===== src/rtl/q_select_db.sv =====
// Difficulty-filtered question picker: scans from an LFSR-chosen start, skipping recently served entries on the first pass.
// Latency 2..2*DEPTH+1 cycles from REQ to VALID/ERR; REQ and table writes are ignored while BUSY (no queueing).
module q_select_db #(
    parameter int          ENTRY_W = 24,
    parameter int          ADDR_W  = 4,
    parameter int          DIFF_W  = 2,
    parameter int          HIST    = 4,
    parameter logic [15:0] SEED    = 16'hACE1
) (
    input  logic               CLK,
    input  logic               RST,
    input  logic               WR_EN,
    input  logic [ADDR_W-1:0]  WR_ADDR,
    input  logic [ENTRY_W-1:0] WR_DATA,
    input  logic               REQ,
    input  logic [DIFF_W-1:0]  DIFF_SEL,
    output logic [ENTRY_W-1:0] QUESTION,
    output logic [ADDR_W-1:0]  Q_INDEX,
    output logic               VALID,
    output logic               ERR,
    output logic               BUSY
);

    localparam int DEPTH = 2 ** ADDR_W;

    typedef enum logic [1:0] {
        S_IDLE,
        S_SEARCH1,
        S_SEARCH2
    } state_t;

    state_t              state_q, state_d;
    logic [15:0]         lfsr_q, lfsr_d;
    logic [DIFF_W-1:0]   diff_q, diff_d;
    logic [ADDR_W-1:0]   start_q, start_d;
    logic [ADDR_W-1:0]   ptr_q, ptr_d;
    logic [ADDR_W-1:0]   count_q, count_d;
    logic [ADDR_W-1:0]   hist_q [HIST];
    logic [ADDR_W-1:0]   hist_d [HIST];
    logic [ENTRY_W-1:0]  question_q, question_d;
    logic [ADDR_W-1:0]   q_index_q, q_index_d;
    logic                valid_q, valid_d;
    logic                err_q, err_d;

    logic [ENTRY_W-1:0]  mem_q [DEPTH];
    logic                mem_we;

    logic [ENTRY_W-1:0]  cur_entry;
    logic [DIFF_W-1:0]   cur_diff;
    logic                in_hist;
    logic                hit;
    logic                last;

    assign cur_entry = mem_q[ptr_q];
    assign cur_diff  = cur_entry[ENTRY_W-1 -: DIFF_W];
    assign last      = (count_q == {ADDR_W{1'b1}});

    // Fibonacci taps 16,14,13,11
    assign lfsr_d = {lfsr_q[14:0], lfsr_q[15] ^ lfsr_q[13] ^ lfsr_q[12] ^ lfsr_q[10]};

    always_comb begin
        in_hist = 1'b0;
        for (int i = 0; i < HIST; i++) begin
            if (hist_q[i] == ptr_q) begin
                in_hist = 1'b1;
            end
        end
    end

    // Index 0 is the null entry; the history filter only applies on the first pass.
    assign hit = (ptr_q != '0) && (cur_diff == diff_q)
                 && ((state_q == S_SEARCH2) || !in_hist);

    always_comb begin
        state_d    = state_q;
        diff_d     = diff_q;
        start_d    = start_q;
        ptr_d      = ptr_q;
        count_d    = count_q;
        hist_d     = hist_q;
        question_d = question_q;
        q_index_d  = q_index_q;
        valid_d    = 1'b0;
        err_d      = 1'b0;
        mem_we     = 1'b0;

        case (state_q)
            S_IDLE: begin
                mem_we = WR_EN;
                if (REQ) begin
                    diff_d  = DIFF_SEL;
                    start_d = lfsr_q[ADDR_W-1:0];
                    ptr_d   = lfsr_q[ADDR_W-1:0];
                    count_d = '0;
                    state_d = S_SEARCH1;
                end
            end
            S_SEARCH1, S_SEARCH2: begin
                if (hit) begin
                    question_d = cur_entry;
                    q_index_d  = ptr_q;
                    valid_d    = 1'b1;
                    hist_d[0]  = ptr_q;
                    for (int i = 1; i < HIST; i++) begin
                        hist_d[i] = hist_q[i-1];
                    end
                    state_d = S_IDLE;
                end else if (last) begin
                    if (state_q == S_SEARCH1) begin
                        ptr_d   = start_q;
                        count_d = '0;
                        state_d = S_SEARCH2;
                    end else begin
                        err_d   = 1'b1;
                        state_d = S_IDLE;
                    end
                end else begin
                    ptr_d   = ptr_q + 1'b1;
                    count_d = count_q + 1'b1;
                end
            end
            default: begin
                state_d = S_IDLE;
            end
        endcase
    end

    always_ff @(posedge CLK) begin
        if (RST) begin
            state_q    <= S_IDLE;
            lfsr_q     <= SEED;
            diff_q     <= '0;
            start_q    <= '0;
            ptr_q      <= '0;
            count_q    <= '0;
            hist_q     <= '{default: '0};
            question_q <= '0;
            q_index_q  <= '0;
            valid_q    <= 1'b0;
            err_q      <= 1'b0;
        end else begin
            state_q    <= state_d;
            lfsr_q     <= lfsr_d;
            diff_q     <= diff_d;
            start_q    <= start_d;
            ptr_q      <= ptr_d;
            count_q    <= count_d;
            hist_q     <= hist_d;
            question_q <= question_d;
            q_index_q  <= q_index_d;
            valid_q    <= valid_d;
            err_q      <= err_d;
        end
    end

    // Table contents survive reset.
    always_ff @(posedge CLK) begin
        if (mem_we) begin
            mem_q[WR_ADDR] <= WR_DATA;
        end
    end

    assign QUESTION = question_q;
    assign Q_INDEX  = q_index_q;
    assign VALID    = valid_q;
    assign ERR      = err_q;
    assign BUSY     = (state_q != S_IDLE);

endmodule


===== config.mk =====
export PLATFORM = sky130hd
export DESIGN_NAME = q_select_db
export DESIGN_NICKNAME = d
export VERILOG_FILES = /design/src/rtl/q_select_db.sv
export SDC_FILE = /design/constraint.sdc
export NUM_CORES = 1
export LEC_CHECK = 0
export ABC_AREA = 1
export CELL_PAD_IN_SITES_DETAIL_PLACEMENT = 1
export CELL_PAD_IN_SITES_GLOBAL_PLACEMENT = 1
export CORE_MARGIN = 3
export CORE_UTILIZATION = 45
export CTS_CLUSTER_SIZE = 14
export DETAILED_ROUTE_END_ITERATION = 6
export PLACE_DENSITY_LB_ADDON = 0.1
export SKIP_LAST_GASP = 1
export SYNTH_ARGS = -nofsm -noshare
export SYNTH_HDL_FRONTEND = slang
export SYNTH_SLANG_ARGS = --single-unit
export TNS_END_PERCENT = 50

===== constraint.sdc =====
create_clock -name CLK -period 2.5 [get_ports CLK]
set_input_delay 0.25 -clock CLK [delete_from_list [all_inputs] [get_ports CLK]]
set_output_delay 0.25 -clock CLK [all_outputs]
set_load 0.01 [all_outputs]

==> reports/metrics.csv, run 1 <==
stage,metric,value,unit
layout,drive_above_1_share,0.0944,
pwr,peakVddDrop,0.000630,V
route,vias,12300,
logic_synthesis,ys_seq_area_frac,0.720,
die,start_util,0.457,
sta,worst_pin_slew,0.724,ns
clock_tree,cts_tree,done,
layout,final_common_cell,edfxtp_1,
sta,relSlewSlack,0.517,
layout,final_cell_mix,"edfxtp_1, nand2_1, nor2_1",
global_route,globalRouteOverflowTotal,0,
route,drt-pass1-iter-count,5,
flow_run,cap_violations,0,
worst_setup_path,worstPathMaxFanout,41,
route,drcViolationCount,0,
logic_synthesis,ys_ff_latch,462,
worst_setup_path,r2r_cells,14,
layout,final_core_util,0.535,
layout,antenna_cells,0,
logic_synthesis,synth_edf_count,384,
logic_synthesis,synth_area,18200,sq um
worst_setup_path,r2r_slack,0.18,ns
die,fp-row-count,73,
layout,nets,1621,
hold_path,hold_depth,3,
placed_design,port_buffers,64,
sta,hold-worst-slack,0.289,ns
sta,drv_slew,0,
clock_tree,clock_insertion_delay_worst_skew,0.59,ns
sta,rsz0062_at_grt,yes,
logic_synthesis,netlist_instances,1524,
route,totalWireLength,52.1,mm
clock_tree,cts_buffers,48,
clock_tree,cts_hold_buf,0,
logic_synthesis,synthesis.nets,1564,
clock_tree,htreeDepth,2,
hold_path,holdPathEnd,lfsr_q[1]$_SDFF_PP0_,
placed_design,dp_hpwl,28.4,mm
route,routedWlPerCell,24.3,um
die,io_pins,65,
sta,hold_viol,0,
global_route,antenna_found_initial,1,
placed_design,place.gp.congestion,0.766,
sta,max_freq,0.432,GHz
die,dieWidth,207,um
sta,min_period,2.32,ns
worst_setup_path,reg2reg_to,QUESTION[11]$_SDFFE_PP0P_,
die,dieArea,42900,sq um
global_route,grt_max_degree,153,
clock_tree,clock-sinks,462,
route,first_iter_violations,1083,
sta,setup_viol,0,
route,viasPerCell,5.72,
pwr,power_density,830,nW/um^2
logic_synthesis,synth_cell_type_count,30,
outcome,outcome,"finished, final reports clean",
worst_setup_path,startpoint_type,register,
logic_synthesis,postSynthAreaPerCell,11.9,sq um
hold_path,holdCritStartpoint,RST,
die,coreArea,39800,sq um
hold_path,hold_path_class,in -> reg,
global_route,grt_pass1_wl,78.6,mm
sta,finalCritPeriodShare,0.927,
route,ant_nets,0,
worst_setup_path,cp.arrival,2.82,ns
clock_tree,path_clk_slew,0.06,ns
logic_synthesis,synth_ff_type,edfxtp_1,
worst_setup_path,path_class,reg -> reg,
die,die_h,207,um
worst_setup_path,required,3.01,ns
worst_setup_path,end_kind,register,
layout,syn2layout_area_growth,17.0,%
logic_synthesis,async_flop_share,0,
logic_synthesis,yosysWarnings,0,
clock_tree,cts_buffer_depth,3,
global_route,grt_pass1_vias,12600,
pwr,power.leakage,7.22,nW
global_route,track_usage,0.240,
sta,skew,0.0139,ns
clock_tree,cts_root_buf,clkbuf_16,
==> kinds of logic after synthesis <==
group                    count (synthesis)  synth area share
AND/OR/NAND/NOR                        519             0.116
flip-flops                             462             0.720
AO/OA/AOI/OAI                          357             0.117
buffers and inverters                  170            0.0383
XOR/XNOR                                10           0.00482
adder cells (fa/ha/maj)                  6           0.00413
==> through the flow <==
stage          setup slack, ns  setup TNS (ns)  instances  instance area [sq um]  total power [mW]
2_1_floorplan            0.219               0       1524                  18200              10.0
3_3_place_gp             0.195               0       2056                  19800              10.9
3_5_place_dp             0.104               0       2056                  19800              10.9
4_1_cts                 0.0920               0       2145                  21300              17.8
5_1_grt                -0.0341         -0.0387       2145                  21300              18.4
6_report                 0.183               0       2145                  21300              17.7
==> layout make-up <==
| cell class | instances | area, sq um |
|---|---|---|
| clock buffer | 67 | 1320 |
| clock inverter | 22 | 190 |
| fill | 4070 | 18500 |
| inverter | 64 | 245 |
| multi-input combinational | 892 | 4530 |
| sequential | 462 | 13100 |
| tap | 525 | 657 |
| timing repair buffer | 113 | 1240 |
==> sequential cells by signal, summed over array words and instances, names as in the netlist, 2 cells and up, named ones only <==
register,cells
QUESTION,24
Q_INDEX,4
count_q,4
diff_q,2
hist_q,12
lfsr_q,16
mem_q,384
ptr_q,4
start_q,4
state_q,2
==> worst max path at each step <==
stage                                      to  slack [ns]  depth (start not counted)
global placement      hist_q[10]$_SDFFE_PP0P_        0.20                         13
finish              QUESTION[11]$_SDFFE_PP0P_        0.18                         14
detailed placement  QUESTION[11]$_SDFFE_PP0P_        0.10                         14
global route         QUESTION[5]$_SDFFE_PP0P_       -0.03                         14
CTS                    hist_q[8]$_SDFFE_PP0P_        0.09                         11
floorplan               mem_q[4][0]$_DFFE_PP_        0.22                          6
==> repair_timing <==
item,CTS,global route
endpoints found under the hold margin,0,0
gates resized for setup,0,6
buffers inserted,0,0
setup endpoints to repair,0,47
==> synth_stat cells, drive strengths merged (9+ instances only) <==
master | number | area [sq um]
o221ai | 66 | 578
nand2 | 201 | 754
o22ai | 13 | 81.3
edfxtp | 384 | 11500
clkbuf | 69 | 260
dfxtp | 78 | 1560
or2 | 9 | 56.3
o21ai | 179 | 896
nor2 | 209 | 785
xor2 | 9 | 78.8
a21oi | 78 | 390
nand3 | 96 | 485
buf | 37 | 196
inv | 64 | 240
a32o | 11 | 110
==> report_power, final <==
group / internal [mW] / switching (mW)
Clock: 3.92 / 2.97
Combinational: 0.670 / 1.55
Sequential: 8.47 / 0.0815
Total: 13.1 / 4.60
==> critical path, cell delays in order, from the launching register on <==
cell and delay [ns]:
dfxtp_4 0.37, buf_12 0.21, nand2_1 0.08, nand3_1 0.09
nand3_1 0.12, nand3_1 0.11, nand2_1 0.08, nand2_1 0.06
nand2_1 0.04, nor2_1 0.23, nand2_1 0.17, inv_4 0.21
buf_4 0.23, nand3_1 0.09, a21oi_1 0.14
==> routing by layer <==
metal,vias to the layer above,wire [um],GRT usage
met5,-,20,0
met4,2,1320,0.0700
met3,81,3180,0.0362
met2,328,25100,0.400
met1,6245,22400,0.331
li1,5614,-,-
Power figures use the tool's default switching activity.
==> run 2: changes to the inputs <==
--- a/config.mk
+++ b/config.mk
@@ -9,9 +9,11 @@
 export CELL_PAD_IN_SITES_DETAIL_PLACEMENT = 1
 export CELL_PAD_IN_SITES_GLOBAL_PLACEMENT = 1
 export CORE_MARGIN = 3
-export CORE_UTILIZATION = 45
+export CORE_UTILIZATION = 35
+export CTS_CLUSTER_DIAMETER = 40
 export CTS_CLUSTER_SIZE = 14
 export DETAILED_ROUTE_END_ITERATION = 6
+export HOLD_SLACK_MARGIN = 0.03
 export PLACE_DENSITY_LB_ADDON = 0.1
 export SKIP_LAST_GASP = 1
 export SYNTH_ARGS = -nofsm -noshare
==> run 2 against run 1 <==
Flip-flop and latch count unchanged; clock power up 58%; core utilization down 8.9 points; power up 22%; sequential power up 0.5%; worst hold slack worse by 0.0089 ns; setup slack better by 0.027 ns; combinational power down 2%; maximum frequency up 1.2%; critical endpoint is now count_q[3]$_SDFFE_PP0P_; largest power group is now the clock network.
==> reports/metrics.csv, run 2 (synthesized netlist as in run 1, its figures left out) <==
stage,metric,value,unit
layout,drive_above_1_share,0.123,
worst_setup_path,crit_end,count_q[3]$_SDFFE_PP0P_,
worst_setup_path,path_class,reg -> reg,
layout,final_common_cell,edfxtp_1,
placed_design,port_buffers,64,
worst_setup_path,required,2.94,ns
worst_setup_path,worst_path_max_delay_cell,dfxtp_4,
placed_design,place.gp.congestion,0.771,
global_route,globalRouteOverflowTotal,0,
pwr,peakVddDrop,0.000533,V
placed_design,postPlaceCellArea,19900,sq um
worst_setup_path,worstPathMaxFanout,24,
sta,relSlewSlack,0.504,
route,drcViolationCount,0,
layout,final_area,22600,sq um
global_route,antenna_found_initial,2,
clock_tree,clock_insertion_delay_worst_skew,0.62,ns
route,vias,12400,
worst_setup_path,r2r_slack,0.21,ns
clock_tree,post_cts_buffers,0,
sta,hold-worst-slack,0.280,ns
sta,skew,0.0372,ns
die,dieArea,54700,sq um
flow_run,cap_violations,0,
global_route,grtUsageMet1,0.284,
pwr,power_density,955,nW/um^2
die,io_pins,65,
route,viasPerCell,5.30,
worst_setup_path,crit_chain,"inv_4, nand2_1, nand3_1, nand3_1, nand3_1, nand2_1, nand2_1, nand2_1, nor2_1, nand3_2, buf_4, nand3_1, a21oi_1",
sta,worst_pin_slew,0.743,ns
clock_tree,path_clk_slew,0.05,ns
route,first_iter_violations,889,
route,routedWlPerCell,23.5,um
global_route,use_met3,0.0367,
layout,nets,1647,
die,fp-row-count,82,
worst_setup_path,critPathMaxStageDelay,0.39,ns
layout,top_register,mem_q,
worst_setup_path,path_depth,13,
global_route,track_usage,0.204,
worst_setup_path,cpLargestDelayFamily,simple AND/OR/NAND/NOR gates,
pwr,power.leakage,7.78,nW
clock_tree,cts_root_buf,clkbuf_16,
layout,final_cell_mix,"edfxtp_1, nand2_1, nor2_1",
sta,rsz0062_at_grt,yes,
global_route,grt_pass1_wl,81.8,mm
die,start_util,0.358,
global_route,gr-max-usage-layer,met2,
layout,antenna_cells,0,
global_route,grt_max_degree,125,
route,totalWireLength,55.1,mm
global_route,met2_usage,0.324,
placed_design,placed_cells,2196,
layout,fin_cells,2348,
sta,finalCritPeriodShare,0.916,
worst_setup_path,r2r_cells,13,
worst_setup_path,startpoint_type,register,
sta,drv_slew,0,
clock_tree,cts_buffers,81,
route,ant_nets,0,
clock_tree,cts_buffer_depth,3,
sta,max_freq,0.437,GHz
placed_design,dp_hpwl,28.6,mm
global_route,grt_pass1_vias,12600,
worst_setup_path,cp.arrival,2.73,ns
sta,setup_viol,0,
sta,min_period,2.29,ns
layout,final_core_util,0.446,
die,dieWidth,234,um
sta,hold_viol,0,
worst_setup_path,critPathBufInv,2,
clock_tree,clock-sinks,462,
route,drt-pass1-iter-count,4,
hold_path,hold_path_class,in -> reg,
die,die_h,234,um
clock_tree,htreeDepth,3,
layout,largest_reg_flops,384,
layout,syn2layout_area_growth,24.5,%
sta,setup_tns,0,ns
outcome,outcome,"finished, final reports clean",
worst_setup_path,reg2reg_to,count_q[3]$_SDFFE_PP0P_,
worst_setup_path,end_kind,register,
clock_tree,cts_tree,done,
die,coreArea,50800,sq um
[run 2: cell types whose count changed in the layout (fill, tap and decap cells not counted), sizes merged]
cell and delta:
buf -7, bufinv +4, clkbuf +33, clkinv +12
clkinvlp +5, inv +9
[run 2: what timing repair did]
| action | in CTS | in global routing |
|---|---|---|
| setup endpoints to repair | 0 | 22 |
| hold buffers | 0 | 0 |
| gates resized for setup | 0 | 1 |
[run 2: worst min path at each step]
stage	from	endpoint	slack, ns	depth (start not counted)
6_report	RST	lfsr_q[8]$_SDFF_PP0_	0.28	3
5_1_grt	RST	lfsr_q[14]$_SDFF_PP0_	0.29	3
4_1_cts	RST	lfsr_q[8]$_SDFF_PP0_	0.25	3
3_5_place_dp	lfsr_q[9]$_SDFF_PP0_	lfsr_q[10]$_SDFF_PP1_	0.40	1
3_3_place_gp	lfsr_q[11]$_SDFF_PP1_	lfsr_q[12]$_SDFF_PP0_	0.39	2
2_1_floorplan	WR_DATA[0]	mem_q[0][0]$_DFFE_PP_	0.35	0
[run 2: layout make-up]
class	instances	area [sq um]
multi-input cells	892	4520
clock buffers	100	2210
clock inverters	52	497
flip-flops and latches	462	13100
well taps	672	841
repair buffers	106	1230
inverters	64	243
fillers	5290	28100
[run 2: where the power goes]
part           internal [mW]  switching (mW)  total (mW)  leakage (nW)
Clock                   6.95            3.90        10.9          1.33
Combinational          0.657            1.52        2.17          2.35
Sequential              8.49           0.101        8.59          4.10
[run 2: tightest hold or removal path: stages]
cell	delay, ns
buf_2	0.11
buf_4	0.32
nor2_1	0.16
[run 2: per-layer routing]
layer | up-vias | routed length (um) | share of wire
met1 | 6368 | 25700 | 0.47
li1 | 5719 | - | -
met2 | 249 | 25600 | 0.46
met5 | - | 40 | 0.00073
met3 | 102 | 2360 | 0.043
met4 | 4 | 1460 | 0.027
[run 2: per-stage QoR]
| stage | power [mW] | setup WS (ns) |
|---|---|---|
| after floorplan | 10.0 | 0.219 |
| after global placement | 10.9 | 0.237 |
| after detailed placement | 10.9 | 0.169 |
| after CTS | 21.9 | 0.159 |
| after global routing | 22.5 | -0.0616 |
| final | 21.6 | 0.210 |
